File: config.mk
export PLATFORM = sky130hd
export DESIGN_NAME = mc_control_fsm_flat
export DESIGN_NICKNAME = d
export VERILOG_FILES = /design/src/rtl/mc_pkg.sv /design/src/rtl/mc_if.sv /design/src/rtl/mc_wait_watchdog.sv /design/src/rtl/mc_control_fsm.sv /design/src/flat_wrapper.sv
export SDC_FILE = /design/constraint.sdc
export NUM_CORES = 1
export LEC_CHECK = 0
export ABC_AREA = 1
export CELL_PAD_IN_SITES_DETAIL_PLACEMENT = 0
export CELL_PAD_IN_SITES_GLOBAL_PLACEMENT = 2
export CORE_MARGIN = 2
export CORE_UTILIZATION = 27
export CTS_CLUSTER_SIZE = 40
export DETAILED_ROUTE_END_ITERATION = 8
export PLACE_DENSITY_LB_ADDON = 0.1
export SETUP_SLACK_MARGIN = 0.02
export SLEW_MARGIN = 20
export SYNTH_ARGS = -nofsm -noshare
export SYNTH_HDL_FRONTEND = slang
export SYNTH_SLANG_ARGS = --single-unit
File: constraint.sdc
create_clock -name CLK -period 1.88 [get_ports CLK]
set_clock_uncertainty 0.05 [all_clocks]
set_input_delay 0.376 -clock CLK [delete_from_list [all_inputs] [get_ports CLK]]
set_output_delay 0.376 -clock CLK [all_outputs]
set_load 0.01 [all_outputs]
File: src/rtl/mc_pkg.sv
// Shared encodings for the multi-cycle control sequencer: states, opcodes,
// ALU functions, datapath select codes and fault causes.
package mc_pkg;

    typedef enum logic [2:0] {
        S_IF   = 3'b000,
        S_ID   = 3'b001,
        S_EXE  = 3'b010,
        S_MEM  = 3'b011,
        S_WB   = 3'b100,
        S_HALT = 3'b110,
        S_ERR  = 3'b111
    } state_t;

    typedef enum logic [1:0] {
        ERR_NONE    = 2'b00,
        ERR_IMEM    = 2'b01,
        ERR_DMEM    = 2'b10,
        ERR_ILLEGAL = 2'b11
    } err_code_t;

    localparam logic [5:0] OP_ADD  = 6'b000000;
    localparam logic [5:0] OP_SUB  = 6'b000001;
    localparam logic [5:0] OP_ADDI = 6'b000010;
    localparam logic [5:0] OP_OR   = 6'b010000;
    localparam logic [5:0] OP_AND  = 6'b010001;
    localparam logic [5:0] OP_ORI  = 6'b010010;
    localparam logic [5:0] OP_SLL  = 6'b011000;
    localparam logic [5:0] OP_SLTI = 6'b011100;
    localparam logic [5:0] OP_SW   = 6'b100110;
    localparam logic [5:0] OP_LW   = 6'b100111;
    localparam logic [5:0] OP_BEQ  = 6'b110000;
    localparam logic [5:0] OP_BNE  = 6'b110001;
    localparam logic [5:0] OP_BLTZ = 6'b110010;
    localparam logic [5:0] OP_J    = 6'b111000;
    localparam logic [5:0] OP_JR   = 6'b111001;
    localparam logic [5:0] OP_JAL  = 6'b111010;
    localparam logic [5:0] OP_HALT = 6'b111111;

    localparam logic [2:0] ALU_ADD = 3'b000;
    localparam logic [2:0] ALU_SUB = 3'b001;
    localparam logic [2:0] ALU_SLL = 3'b010;
    localparam logic [2:0] ALU_OR  = 3'b011;
    localparam logic [2:0] ALU_AND = 3'b100;
    localparam logic [2:0] ALU_SLT = 3'b101;

    localparam logic [1:0] PC_SEQ    = 2'b00;
    localparam logic [1:0] PC_BRANCH = 2'b01;
    localparam logic [1:0] PC_RS     = 2'b10;
    localparam logic [1:0] PC_JUMP   = 2'b11;

    localparam logic [1:0] RD_RA = 2'b00;
    localparam logic [1:0] RD_RT = 2'b01;
    localparam logic [1:0] RD_RD = 2'b10;

    function automatic logic is_legal(input logic [5:0] op);
        case (op)
            OP_ADD, OP_SUB, OP_ADDI, OP_OR, OP_AND, OP_ORI, OP_SLL, OP_SLTI,
            OP_SW, OP_LW, OP_BEQ, OP_BNE, OP_BLTZ, OP_J, OP_JR, OP_JAL,
            OP_HALT: return 1'b1;
            default: return 1'b0;
        endcase
    endfunction

    function automatic logic is_rtype(input logic [5:0] op);
        case (op)
            OP_ADD, OP_SUB, OP_OR, OP_AND, OP_SLL: return 1'b1;
            default:                               return 1'b0;
        endcase
    endfunction

    function automatic logic uses_imm(input logic [5:0] op);
        case (op)
            OP_ADDI, OP_ORI, OP_SLTI, OP_LW, OP_SW: return 1'b1;
            default:                                return 1'b0;
        endcase
    endfunction

    function automatic logic is_branch(input logic [5:0] op);
        case (op)
            OP_BEQ, OP_BNE, OP_BLTZ: return 1'b1;
            default:                 return 1'b0;
        endcase
    endfunction

    function automatic logic [2:0] alu_op_of(input logic [5:0] op);
        case (op)
            OP_SUB, OP_BEQ, OP_BNE, OP_BLTZ: return ALU_SUB;
            OP_SLL:                          return ALU_SLL;
            OP_OR, OP_ORI:                   return ALU_OR;
            OP_AND:                          return ALU_AND;
            OP_SLTI:                         return ALU_SLT;
            default:                         return ALU_ADD;
        endcase
    endfunction

endpackage

File: src/rtl/mc_if.sv
// Controller <-> datapath bundle: decode inputs, memory handshakes, every
// datapath enable and the debug/status outputs.
interface mc_if #(parameter int CNT_W = 32);
    logic [5:0]       Opcode;
    logic             zero;
    logic             sign;
    logic             imem_ready;
    logic             dmem_ready;
    logic             PCWre;
    logic             IRWre;
    logic             RegWre;
    logic             ALUSrcA;
    logic             ALUSrcB;
    logic             ExtSel;
    logic             WrRegDSrc;
    logic             DBDataSrc;
    logic             nRD;
    logic             nWR;
    logic [1:0]       RegDst;
    logic [1:0]       PCSrc;
    logic [2:0]       ALUOp;
    logic             imem_req;
    logic [2:0]       state;
    logic             halted;
    logic             err;
    logic [1:0]       err_code;
    logic [CNT_W-1:0] retired;

    modport master (
        input  Opcode, zero, sign, imem_ready, dmem_ready,
        output PCWre, IRWre, RegWre, ALUSrcA, ALUSrcB, ExtSel, WrRegDSrc,
               DBDataSrc, nRD, nWR, RegDst, PCSrc, ALUOp, imem_req, state,
               halted, err, err_code, retired
    );

    modport slave (
        output Opcode, zero, sign, imem_ready, dmem_ready,
        input  PCWre, IRWre, RegWre, ALUSrcA, ALUSrcB, ExtSel, WrRegDSrc,
               DBDataSrc, nRD, nWR, RegDst, PCSrc, ALUOp, imem_req, state,
               halted, err, err_code, retired
    );
endinterface

File: src/rtl/mc_wait_watchdog.sv
// Consecutive-wait counter for IF/MEM; saturates at WAIT_MAX and flags expiry.
module mc_wait_watchdog #(
    parameter int WAIT_MAX = 8
) (
    input  logic CLK,
    input  logic Reset,
    input  logic clr,
    input  logic inc,
    output logic expired
);
    localparam int CW = $clog2(WAIT_MAX + 1);

    logic [CW-1:0] cnt;

    assign expired = (cnt == CW'(WAIT_MAX));

    always_ff @(posedge CLK or negedge Reset) begin
        if (!Reset) begin
            cnt <= '0;
        end else if (clr) begin
            cnt <= '0;
        end else if (inc && !expired) begin
            cnt <= cnt + CW'(1);
        end
    end
endmodule

File: src/rtl/mc_control_fsm.sv
// Multi-cycle IF/ID/EXE/MEM/WB sequencer with memory wait handshakes,
// wait watchdog, illegal-opcode trap, HALT and retired-instruction counter.
//
//   state | meaning
//   IF    | fetch: imem_req, IRWre when imem_ready
//   ID    | decode; jumps complete here
//   EXE   | ALU step; branches complete here
//   MEM   | data access held until dmem_ready; SW completes here
//   WB    | register write-back and PC+4
//   HALT  | stopped until Reset
//   ERR   | fault trapped (err/err_code) until Reset
module mc_control_fsm
    import mc_pkg::*;
#(
    parameter int HAS_WAIT = 1,
    parameter int WAIT_MAX = 8,
    parameter int CNT_W    = 32
) (
    input  logic CLK,
    input  logic Reset,
    mc_if.master bus
);
    state_t           state_q, state_d;
    err_code_t        err_code_q, err_code_d;
    logic             err_q;
    logic [CNT_W-1:0] retired_q;
    logic             imem_rdy, dmem_rdy;
    logic             wd_inc, wd_clr, wd_expired, fault;
    logic             taken, alu_phase;
    logic [5:0]       op;

    assign op       = bus.Opcode;
    assign imem_rdy = (HAS_WAIT != 0) ? bus.imem_ready : 1'b1;
    assign dmem_rdy = (HAS_WAIT != 0) ? bus.dmem_ready : 1'b1;

    // Ready wins over expiry: the counter only advances while not ready.
    assign wd_inc = ((state_q == S_IF) && !imem_rdy) || ((state_q == S_MEM) && !dmem_rdy);
    assign wd_clr = (state_d != state_q);
    assign fault  = wd_inc && wd_expired;

    assign taken = ((op == OP_BEQ) && bus.zero) || ((op == OP_BNE) && !bus.zero) ||
                   ((op == OP_BLTZ) && bus.sign);

    mc_wait_watchdog #(.WAIT_MAX(WAIT_MAX)) u_watchdog (
        .CLK     (CLK),
        .Reset   (Reset),
        .clr     (wd_clr),
        .inc     (wd_inc),
        .expired (wd_expired)
    );

    always_ff @(posedge CLK or negedge Reset) begin
        if (!Reset) begin
            state_q    <= S_IF;
            err_q      <= 1'b0;
            err_code_q <= ERR_NONE;
            retired_q  <= '0;
        end else begin
            state_q <= state_d;
            if ((state_d == S_ERR) && (state_q != S_ERR)) begin
                err_q      <= 1'b1;
                err_code_q <= err_code_d;
            end
            if (bus.PCWre) begin
                retired_q <= retired_q + CNT_W'(1);
            end
        end
    end

    always_comb begin
        state_d    = state_q;
        err_code_d = ERR_NONE;
        case (state_q)
            S_IF: begin
                if (imem_rdy) begin
                    state_d = S_ID;
                end else if (wd_expired) begin
                    state_d    = S_ERR;
                    err_code_d = ERR_IMEM;
                end
            end
            S_ID: begin
                if (op == OP_J || op == OP_JR || op == OP_JAL) begin
                    state_d = S_IF;
                end else if (op == OP_HALT) begin
                    state_d = S_HALT;
                end else if (is_legal(op)) begin
                    state_d = S_EXE;
                end else begin
                    state_d    = S_ERR;
                    err_code_d = ERR_ILLEGAL;
                end
            end
            S_EXE: begin
                if (is_branch(op))                    state_d = S_IF;
                else if (op == OP_LW || op == OP_SW)  state_d = S_MEM;
                else                                  state_d = S_WB;
            end
            S_MEM: begin
                if (dmem_rdy) begin
                    state_d = (op == OP_SW) ? S_IF : S_WB;
                end else if (wd_expired) begin
                    state_d    = S_ERR;
                    err_code_d = ERR_DMEM;
                end
            end
            S_WB:    state_d = S_IF;
            S_HALT:  state_d = S_HALT;
            S_ERR:   state_d = S_ERR;
            default: state_d = S_IF;
        endcase
    end

    assign alu_phase = (state_q == S_EXE) || (state_q == S_MEM) || (state_q == S_WB);

    // All enables are gated by Reset so a reset mid-access drops strobes at once.
    always_comb begin
        bus.PCWre     = 1'b0;
        bus.IRWre     = 1'b0;
        bus.RegWre    = 1'b0;
        bus.ALUSrcA   = 1'b0;
        bus.ALUSrcB   = 1'b0;
        bus.ExtSel    = 1'b0;
        bus.WrRegDSrc = 1'b0;
        bus.DBDataSrc = 1'b0;
        bus.nRD       = 1'b1;
        bus.nWR       = 1'b1;
        bus.RegDst    = RD_RA;
        bus.PCSrc     = PC_SEQ;
        bus.ALUOp     = ALU_ADD;
        bus.imem_req  = 1'b0;
        if (Reset) begin
            if (alu_phase) begin
                bus.ALUSrcA = (op == OP_SLL);
                bus.ALUSrcB = uses_imm(op);
                bus.ExtSel  = (op != OP_ORI);
                bus.ALUOp   = alu_op_of(op);
            end
            case (state_q)
                S_IF: begin
                    bus.imem_req = !fault;
                    bus.IRWre    = imem_rdy;
                end
                S_ID: begin
                    case (op)
                        OP_J: begin
                            bus.PCWre = 1'b1;
                            bus.PCSrc = PC_JUMP;
                        end
                        OP_JR: begin
                            bus.PCWre = 1'b1;
                            bus.PCSrc = PC_RS;
                        end
                        OP_JAL: begin
                            bus.PCWre     = 1'b1;
                            bus.PCSrc     = PC_JUMP;
                            bus.RegWre    = 1'b1;
                            bus.RegDst    = RD_RA;
                            bus.WrRegDSrc = 1'b0;
                        end
                        default: ;
                    endcase
                end
                S_EXE: begin
                    if (is_branch(op)) begin
                        bus.PCWre = 1'b1;
                        bus.PCSrc = taken ? PC_BRANCH : PC_SEQ;
                    end
                end
                S_MEM: begin
                    bus.nRD   = !((op == OP_LW) && !fault);
                    bus.nWR   = !((op == OP_SW) && !fault);
                    bus.PCWre = (op == OP_SW) && dmem_rdy;
                end
                S_WB: begin
                    bus.RegWre    = 1'b1;
                    bus.PCWre     = 1'b1;
                    bus.WrRegDSrc = 1'b1;
                    bus.DBDataSrc = (op == OP_LW);
                    bus.RegDst    = is_rtype(op) ? RD_RD : RD_RT;
                end
                default: ;
            endcase
        end
    end

    assign bus.state    = state_q;
    assign bus.halted   = (state_q == S_HALT);
    assign bus.err      = err_q;
    assign bus.err_code = err_code_q;
    assign bus.retired  = retired_q;
endmodule
File: src/flat_wrapper.sv
// flat-port wrapper written by rule: the top's interface ports become plain ports
module mc_control_fsm_flat import mc_pkg::*;
#(
    parameter int HAS_WAIT = 1,
    parameter int WAIT_MAX = 8,
    parameter int CNT_W    = 32
)
  (CLK, Reset, bus_Opcode, bus_zero, bus_sign, bus_imem_ready, bus_dmem_ready, bus_PCWre, bus_IRWre, bus_RegWre, bus_ALUSrcA, bus_ALUSrcB, bus_ExtSel, bus_WrRegDSrc, bus_DBDataSrc, bus_nRD, bus_nWR, bus_RegDst, bus_PCSrc, bus_ALUOp, bus_imem_req, bus_state, bus_halted, bus_err, bus_err_code, bus_retired);
  mc_if #(.CNT_W(CNT_W)) bus_i ();
  input  logic CLK;
  input  logic Reset;
  input wire logic [$bits(bus_i.Opcode)-1:0] bus_Opcode;
  input wire logic [$bits(bus_i.zero)-1:0] bus_zero;
  input wire logic [$bits(bus_i.sign)-1:0] bus_sign;
  input wire logic [$bits(bus_i.imem_ready)-1:0] bus_imem_ready;
  input wire logic [$bits(bus_i.dmem_ready)-1:0] bus_dmem_ready;
  output wire logic [$bits(bus_i.PCWre)-1:0] bus_PCWre;
  output wire logic [$bits(bus_i.IRWre)-1:0] bus_IRWre;
  output wire logic [$bits(bus_i.RegWre)-1:0] bus_RegWre;
  output wire logic [$bits(bus_i.ALUSrcA)-1:0] bus_ALUSrcA;
  output wire logic [$bits(bus_i.ALUSrcB)-1:0] bus_ALUSrcB;
  output wire logic [$bits(bus_i.ExtSel)-1:0] bus_ExtSel;
  output wire logic [$bits(bus_i.WrRegDSrc)-1:0] bus_WrRegDSrc;
  output wire logic [$bits(bus_i.DBDataSrc)-1:0] bus_DBDataSrc;
  output wire logic [$bits(bus_i.nRD)-1:0] bus_nRD;
  output wire logic [$bits(bus_i.nWR)-1:0] bus_nWR;
  output wire logic [$bits(bus_i.RegDst)-1:0] bus_RegDst;
  output wire logic [$bits(bus_i.PCSrc)-1:0] bus_PCSrc;
  output wire logic [$bits(bus_i.ALUOp)-1:0] bus_ALUOp;
  output wire logic [$bits(bus_i.imem_req)-1:0] bus_imem_req;
  output wire logic [$bits(bus_i.state)-1:0] bus_state;
  output wire logic [$bits(bus_i.halted)-1:0] bus_halted;
  output wire logic [$bits(bus_i.err)-1:0] bus_err;
  output wire logic [$bits(bus_i.err_code)-1:0] bus_err_code;
  output wire logic [$bits(bus_i.retired)-1:0] bus_retired;
  assign bus_i.Opcode = bus_Opcode;
  assign bus_i.zero = bus_zero;
  assign bus_i.sign = bus_sign;
  assign bus_i.imem_ready = bus_imem_ready;
  assign bus_i.dmem_ready = bus_dmem_ready;
  assign bus_PCWre = bus_i.PCWre;
  assign bus_IRWre = bus_i.IRWre;
  assign bus_RegWre = bus_i.RegWre;
  assign bus_ALUSrcA = bus_i.ALUSrcA;
  assign bus_ALUSrcB = bus_i.ALUSrcB;
  assign bus_ExtSel = bus_i.ExtSel;
  assign bus_WrRegDSrc = bus_i.WrRegDSrc;
  assign bus_DBDataSrc = bus_i.DBDataSrc;
  assign bus_nRD = bus_i.nRD;
  assign bus_nWR = bus_i.nWR;
  assign bus_RegDst = bus_i.RegDst;
  assign bus_PCSrc = bus_i.PCSrc;
  assign bus_ALUOp = bus_i.ALUOp;
  assign bus_imem_req = bus_i.imem_req;
  assign bus_state = bus_i.state;
  assign bus_halted = bus_i.halted;
  assign bus_err = bus_i.err;
  assign bus_err_code = bus_i.err_code;
  assign bus_retired = bus_i.retired;
  mc_control_fsm #(.HAS_WAIT(HAS_WAIT), .WAIT_MAX(WAIT_MAX), .CNT_W(CNT_W)) u_core (.CLK(CLK), .Reset(Reset), .bus(bus_i));
endmodule
# ---- After elaboration in Yosys (flattened, before gate mapping)
# Memory sizes are Yosys's and may differ from the RTL's.
# Index checks and enable logic that the tools add are counted.
dict set report totals {
  register_bits 42
  latchBits 0
  ramBits 0
  romBits 64
  inputBits 12
  memories 1
}
dict set report op_classes {
  n_addsub 2
  n_mul 0
  div_mod_pow 0
  n_lt_le_gt_ge 0
  n_eq_ne 27
  shifts 0
  mux 66
  n_bitwise 0
  reduce_logical 36
}
# memory words word_bits rd rd_ports_with_merged_regs write_ports line
set memory_table {}
lappend memory_table {{(name not given)} 64 1 1 0 0 mc_pkg.sv:57} ;# case (op)
# op n
set op_table {}
lappend op_table {{$eq 6x6->1 const B} 9}
lappend op_table {{$mux 1} 35}
lappend op_table {{$mux 3} 11}
lappend op_table {{$add 32x1->32 const B} 1}
lappend op_table {{$eq 6x5->1 const B} 5}
lappend op_table {{$mux 2} 11}
lappend op_table {{$pmux 3 s6} 1}
lappend op_table {{$pmux 3 s5} 1}
lappend op_table {{$eq 3x3->1 const B} 4}
lappend op_table {{$logic_and 1x1->1} 11}
lappend op_table {{$reduce_or 5->1} 2}
lappend op_table {{$logic_or 1x1->1} 8}
lappend op_table {{$mux 4} 2}
lappend op_table {{$pmux 2 s2} 2}
lappend op_table {{$logic_not 1->1} 7}
lappend op_table {{$eq 3x2->1 const B} 2}
lappend op_table {{$eq 6x1->1 const B} 1}
lappend op_table {{$eq 6x2->1 const B} 1}
lappend op_table {{$logic_not 6->1} 1}
lappend op_table {{$ne 6x5->1 const B} 1}
lappend op_table {{$pmux 2 s3} 1}
lappend op_table {{$reduce_or 3->1} 2}
lappend op_table {{$add 4x1->4 const B} 1}
lappend op_table {{$eq 4x4->1 const B} 1}
lappend op_table {{other kinds (9)} 10}

# ---- Longest topological paths before layout
dict set report depth {
  depth_word 11
  depth_mapped 13
}

# ---- Cells and area by module
# Synthesis repeated with hierarchy kept, for this count alone.
dict set report unflattened {
  hier_cells 475
  hier_area_um2 3055.4
}
# mod n_inst cells_per_inst area_each_um2 seq_area_each_um2
set modules_own_cells {}
lappend modules_own_cells {mc_control_fsm 1 446 2826.5 950.9}
lappend modules_own_cells {mc_wait_watchdog 1 29 229.0 100.1}

# ---- Least setup slack after synthesis
# Ideal clock, no wire load.
dict set report synth_path {
  path_type {reg2out}
  from {register u_core.state_q[0], in the netlist u_core.bus.state[0]}
  to {output bus_DBDataSrc}
  t_arrival_ps 1509
  setup_slack_ps -55
  stages_incl_launch_ff 7
  path_buffers 1
  path_cell_list {dfrtp_1 buf_2 nor2_1 nand2_1 nor2_1 inv_1 nor4_1}
}
dict set report synth_between {
  elab_chain_cells 3
}
# element line
set synth_rtl {}
lappend synth_rtl {{start: declaration} mc_control_fsm.sv:23} ;# state_t state_q, state_d;
lappend synth_rtl {{start signal: assignment} mc_control_fsm.sv:59} ;# state_q <= state_d;
lappend synth_rtl {{$eq 3x3->1} mc_control_fsm.sv:139} ;# case (state_q)
lappend synth_rtl {{$mux 1} mc_control_fsm.sv:139}
lappend synth_rtl {{$mux 1} mc_control_fsm.sv:132} ;# if (Reset) begin
lappend synth_rtl {{end: declaration} flat_wrapper.sv:24} ;# output wire logic [$bits(bus_i.DBDataSrc)-1:0] bus_DBDataSrc;
# Every way passes these cells.

# ---- Final worst setup path
dict set report layout_path {
  from {register u_core.state_q[1], in the netlist u_core.bus.state[1]}
  to {output bus_imem_req}
}
dict set report layout_between {
  elab_chain_cells 7
}
# element line
set layout_rtl {}
lappend layout_rtl {{$eq 3x2->1 / $logic_not 3->1 (equally long branches)} {mc_control_fsm.sv:37, mc_control_fsm.sv:139}}
lappend layout_rtl {{$logic_and 1x1->1} mc_control_fsm.sv:37} ;# assign wd_inc = ((state_q == S_IF) && !imem_rdy) || ((state_q == S_MEM) && !dmem_rdy);
lappend layout_rtl {{$logic_or 1x1->1} mc_control_fsm.sv:37}
lappend layout_rtl {{$logic_and 1x1->1} mc_control_fsm.sv:39} ;# assign fault = wd_inc && wd_expired;
lappend layout_rtl {{$logic_not 1->1} mc_control_fsm.sv:141} ;# bus.imem_req = !fault;
lappend layout_rtl {{$mux 1 *} mc_control_fsm.sv:139}
lappend layout_rtl {{$mux 1 *} mc_control_fsm.sv:132}
lappend layout_rtl {{end: declaration} flat_wrapper.sv:30} ;# output wire logic [$bits(bus_i.imem_req)-1:0] bus_imem_req;
# Mark *: on every way between the ends. The rest lies on a longest branch, timed or not.

==> impl_metrics.json <==
{
  "status": "finished with violations",
  "violations": "negative setup slack",
  "boundaryPins": 69,
  "syn_to_final_growth_pct": 61.6,
  "htreeDepth": 2,
  "seq_area_sq_mm": 0.00105,
  "port-buffer-count": 68,
  "coreArea_sq_mm": 0.0109,
  "synthCells": 463,
  "wire_per_inst_um": 13.6,
  "vias_per_cell": 4.44,
  "yosys.cell_count.top_type": "nand2_1",
  "ys_types": 31,
  "fp.dieW_um": 110,
  "antenna_found_initial": 0,
  "layout_setup_ws_ns": -0.137,
  "rsz0062_at_grt": "true",
  "ys_top_cells_by_count": "162 x nand2_1, 62 x nor2_1, 56 x inv_1",
  "detail-route-antenna-nets": 0,
  "yosysTopAreaCell": "dfrtp_1",
  "cp.arrival_ns": 1.59,
  "groute.usage.overall": 0.181,
  "fill_cells": 1157,
  "timing.fmax_mhz": 496,
  "grt_max_degree": 39,
  "fin_crit_ns": 2.02,
  "synthTopCellsByArea": "dfrtp_1 35%, nand2_1 20%, nor2_1 7.7%, inv_1 7.0%, xor2_1 6.4%",
  "grt_pass1_vias": 3406,
  "peakVddDrop_uv": 791,
  "drv_slew": 0,
  "synth-edff-count": 0,
  "fin_nets": 637,
  "maxCapViolations": 0,
  "criticalPathCategory": "reg2out",
  "tns_ns": -0.950,
  "hold_slack_ns": 0.100,
  "totalWireLength_um": 10400,
  "ys_warn_count": 0,
  "cp_max_fo": 4,
  "cts-root-buf": "clkbuf_8",
  "numClockSinks": 42,
  "synth_ff_type": "dfrtp_1",
  "finalHoldViolations": 0,
  "tritoncts": "built",
  "die_h_um": 110,
  "maxSlewHeadroom": 0.722,
  "tightest_slew_ns": 0.414,
  "dr.pass1.iters": 4,
  "cts_made_buffers": 5,
  "hpwl_um": 7930,
  "yosysSeqAreaShare": 0.349,
  "multi_input_area_sq_mm": 0.00197,
  "drt_iter0_drc": 132,
  "clk_path_buf_depth": 2,
  "n_antenna_cell": 0,
  "grt_pass1_wl_um": 16700,
  "critPathRequiredTime_ns": 1.45,
  "initial_core_util": 0.277,
  "p_per_area_mw_per_mm2": 1060,
  "synth_top_area_share": 0.349,
  "synth-seq-cells": 42,
  "avgSynthCellArea_sq_um": 6.51,
  "cts_hold_buffers": 0,
  "leakagePower_nw": 2.31,
  "min_path_type": "in2async",
  "rows": 38,
  "die_area_sq_mm": 0.0120,
  "end_kind": "output port",
  "finalSetupViolations": 20,
  "gp_congestion": 0.832,
  "via_count": 3384,
  "syn_nets": 478,
  "drc_errors": 0,
  "worst_skew_pair.late_latency_ns": 0.31,
  "cp-start-kind": "register",
  "period_share": 1.07,
  "synth.cell_area_sq_mm": 0.00302,
  "grt_overflow": 0,
  "drive_gt1_frac": 0.313,
  "clk_pin_slew_worst_paths_ns": 0.10,
  "synthArstFlopShare": 1.00
}
## worst max-delay path, cell delays in order (launching register included)
cell and delay (ns):
dfrtp_2 0.47, buf_6 0.14, nand3_2 0.09, nor2_4 0.05, buf_6 0.12, nor4_4 0.24, buf_2 0.17
## stage by stage
stage          area, sq um  std cells  power, mW  setup slack, ns  utilization
3_5_place_dp          4400        740       3.97           -0.771        0.404
2_1_floorplan         3020        463       2.57           0.0472            -
4_1_cts               4720        759       5.01           -0.124        0.434
6_report              4870        763       5.16           -0.137        0.448
3_3_place_gp          4400        740       3.96           -0.739        0.404
5_1_grt               4870        763       5.56           -0.190        0.448
## report_power, final
group	internal [mW]	total, mW	switching (mW)
sequential	1.18	1.50	0.323
clock	0.405	0.775	0.369
combinational	1.45	2.89	1.44
## sequential cells by signal, indices dropped and copies added (netlist names)
signal and cells:
u_core.bus.retired 32, u_core.u_watchdog.cnt 4, u_core.bus.state 3, u_core.bus.err_code 2, u_core.bus.err 1
## timing repair
action,in CTS,in global routing
pin swaps,16,5
buffers inserted,11,4
setup endpoints to repair,59,53
gates resized for setup,150,40
cloned,0,0
## layout make-up
class,instances,area share
Clock buffer,5,0.0141
Clock inverter,3,0.0100
Inverter,59,0.0454
Multi-Input combinational cell,354,0.403
Sequential cell,42,0.216
Tap cell,140,0.0359
Timing Repair Buffer,160,0.275
## metal layers
layer | GRT usage | up-vias | wire length [um]
met5 | 0 | - | 0
met4 | 0.0362 | 0 | 97
met3 | 0.0225 | 8 | 330
met2 | 0.337 | 51 | 5370
met1 | 0.222 | 1558 | 4610
li1 | - | 1767 | -
## worst paths after layout
kind,slack [ns],to,start,cells after the start
min in group CLK,0.43,u_core.bus.err,u_core.bus.err,2
max in group asynchronous,1.41,u_core.bus.retired[17],Reset,2
worst max register to register,-0.02,u_core.u_watchdog.cnt[0],u_core.u_watchdog.cnt[0],14
worst min register to register,0.43,u_core.bus.err,u_core.bus.err,2
worst min-delay path,0.10,u_core.bus.state[2],Reset,2
worst max-delay path,-0.14,bus_imem_req,u_core.bus.state[1],6
## logic make-up (layout without fill, tap and decap cells)
family / count (synthesis) / count (layout) / synth area share
xor+xnor: 30 / 30 / 0.0871
flops: 42 / 42 / 0.349
fa+ha+maj: 3 / 3 / 0.0124
buf+inv: 67 / 227 / 0.0909
mux: 1 / 1 / 0.00332
simple gates: 287 / 287 / 0.398
compound gates: 33 / 33 / 0.0598
## cell usage in the layout (no fill, tap or decap), types with 2 or more instances in the layout
cell / netlist / routed
a21oi_2: 1 / 2
buf_2: 6 / 15
buf_4: 0 / 82
buf_6: 2 / 12
clkbuf_2: 0 / 3
clkbuf_8: 0 / 5
clkdlybuf4s15_2: 0 / 4
clkdlybuf4s50_1: 0 / 38
dfrtp_1: 42 / 39
dfrtp_2: 0 / 3
dlygate4sd2_1: 0 / 2
dlymetal6s2s_1: 0 / 2
ha_1: 3 / 2
inv_1: 56 / 45
inv_2: 2 / 13
nand2_1: 162 / 153
nand2_2: 1 / 9
nand2_4: 1 / 2
nand3_1: 25 / 14
nand3_2: 1 / 9
nand3_4: 0 / 3
nand3b_1: 3 / 3
nand4_1: 8 / 8
nor2_1: 62 / 45
nor2_2: 1 / 10
nor2_4: 0 / 8
nor3_1: 18 / 13
nor3_2: 1 / 5
nor3b_1: 2 / 2
o21ai_0: 25 / 21
o21ai_1: 0 / 3
xnor2_1: 8 / 8
xor2_1: 22 / 22
(Power assumes the default switching activity.)
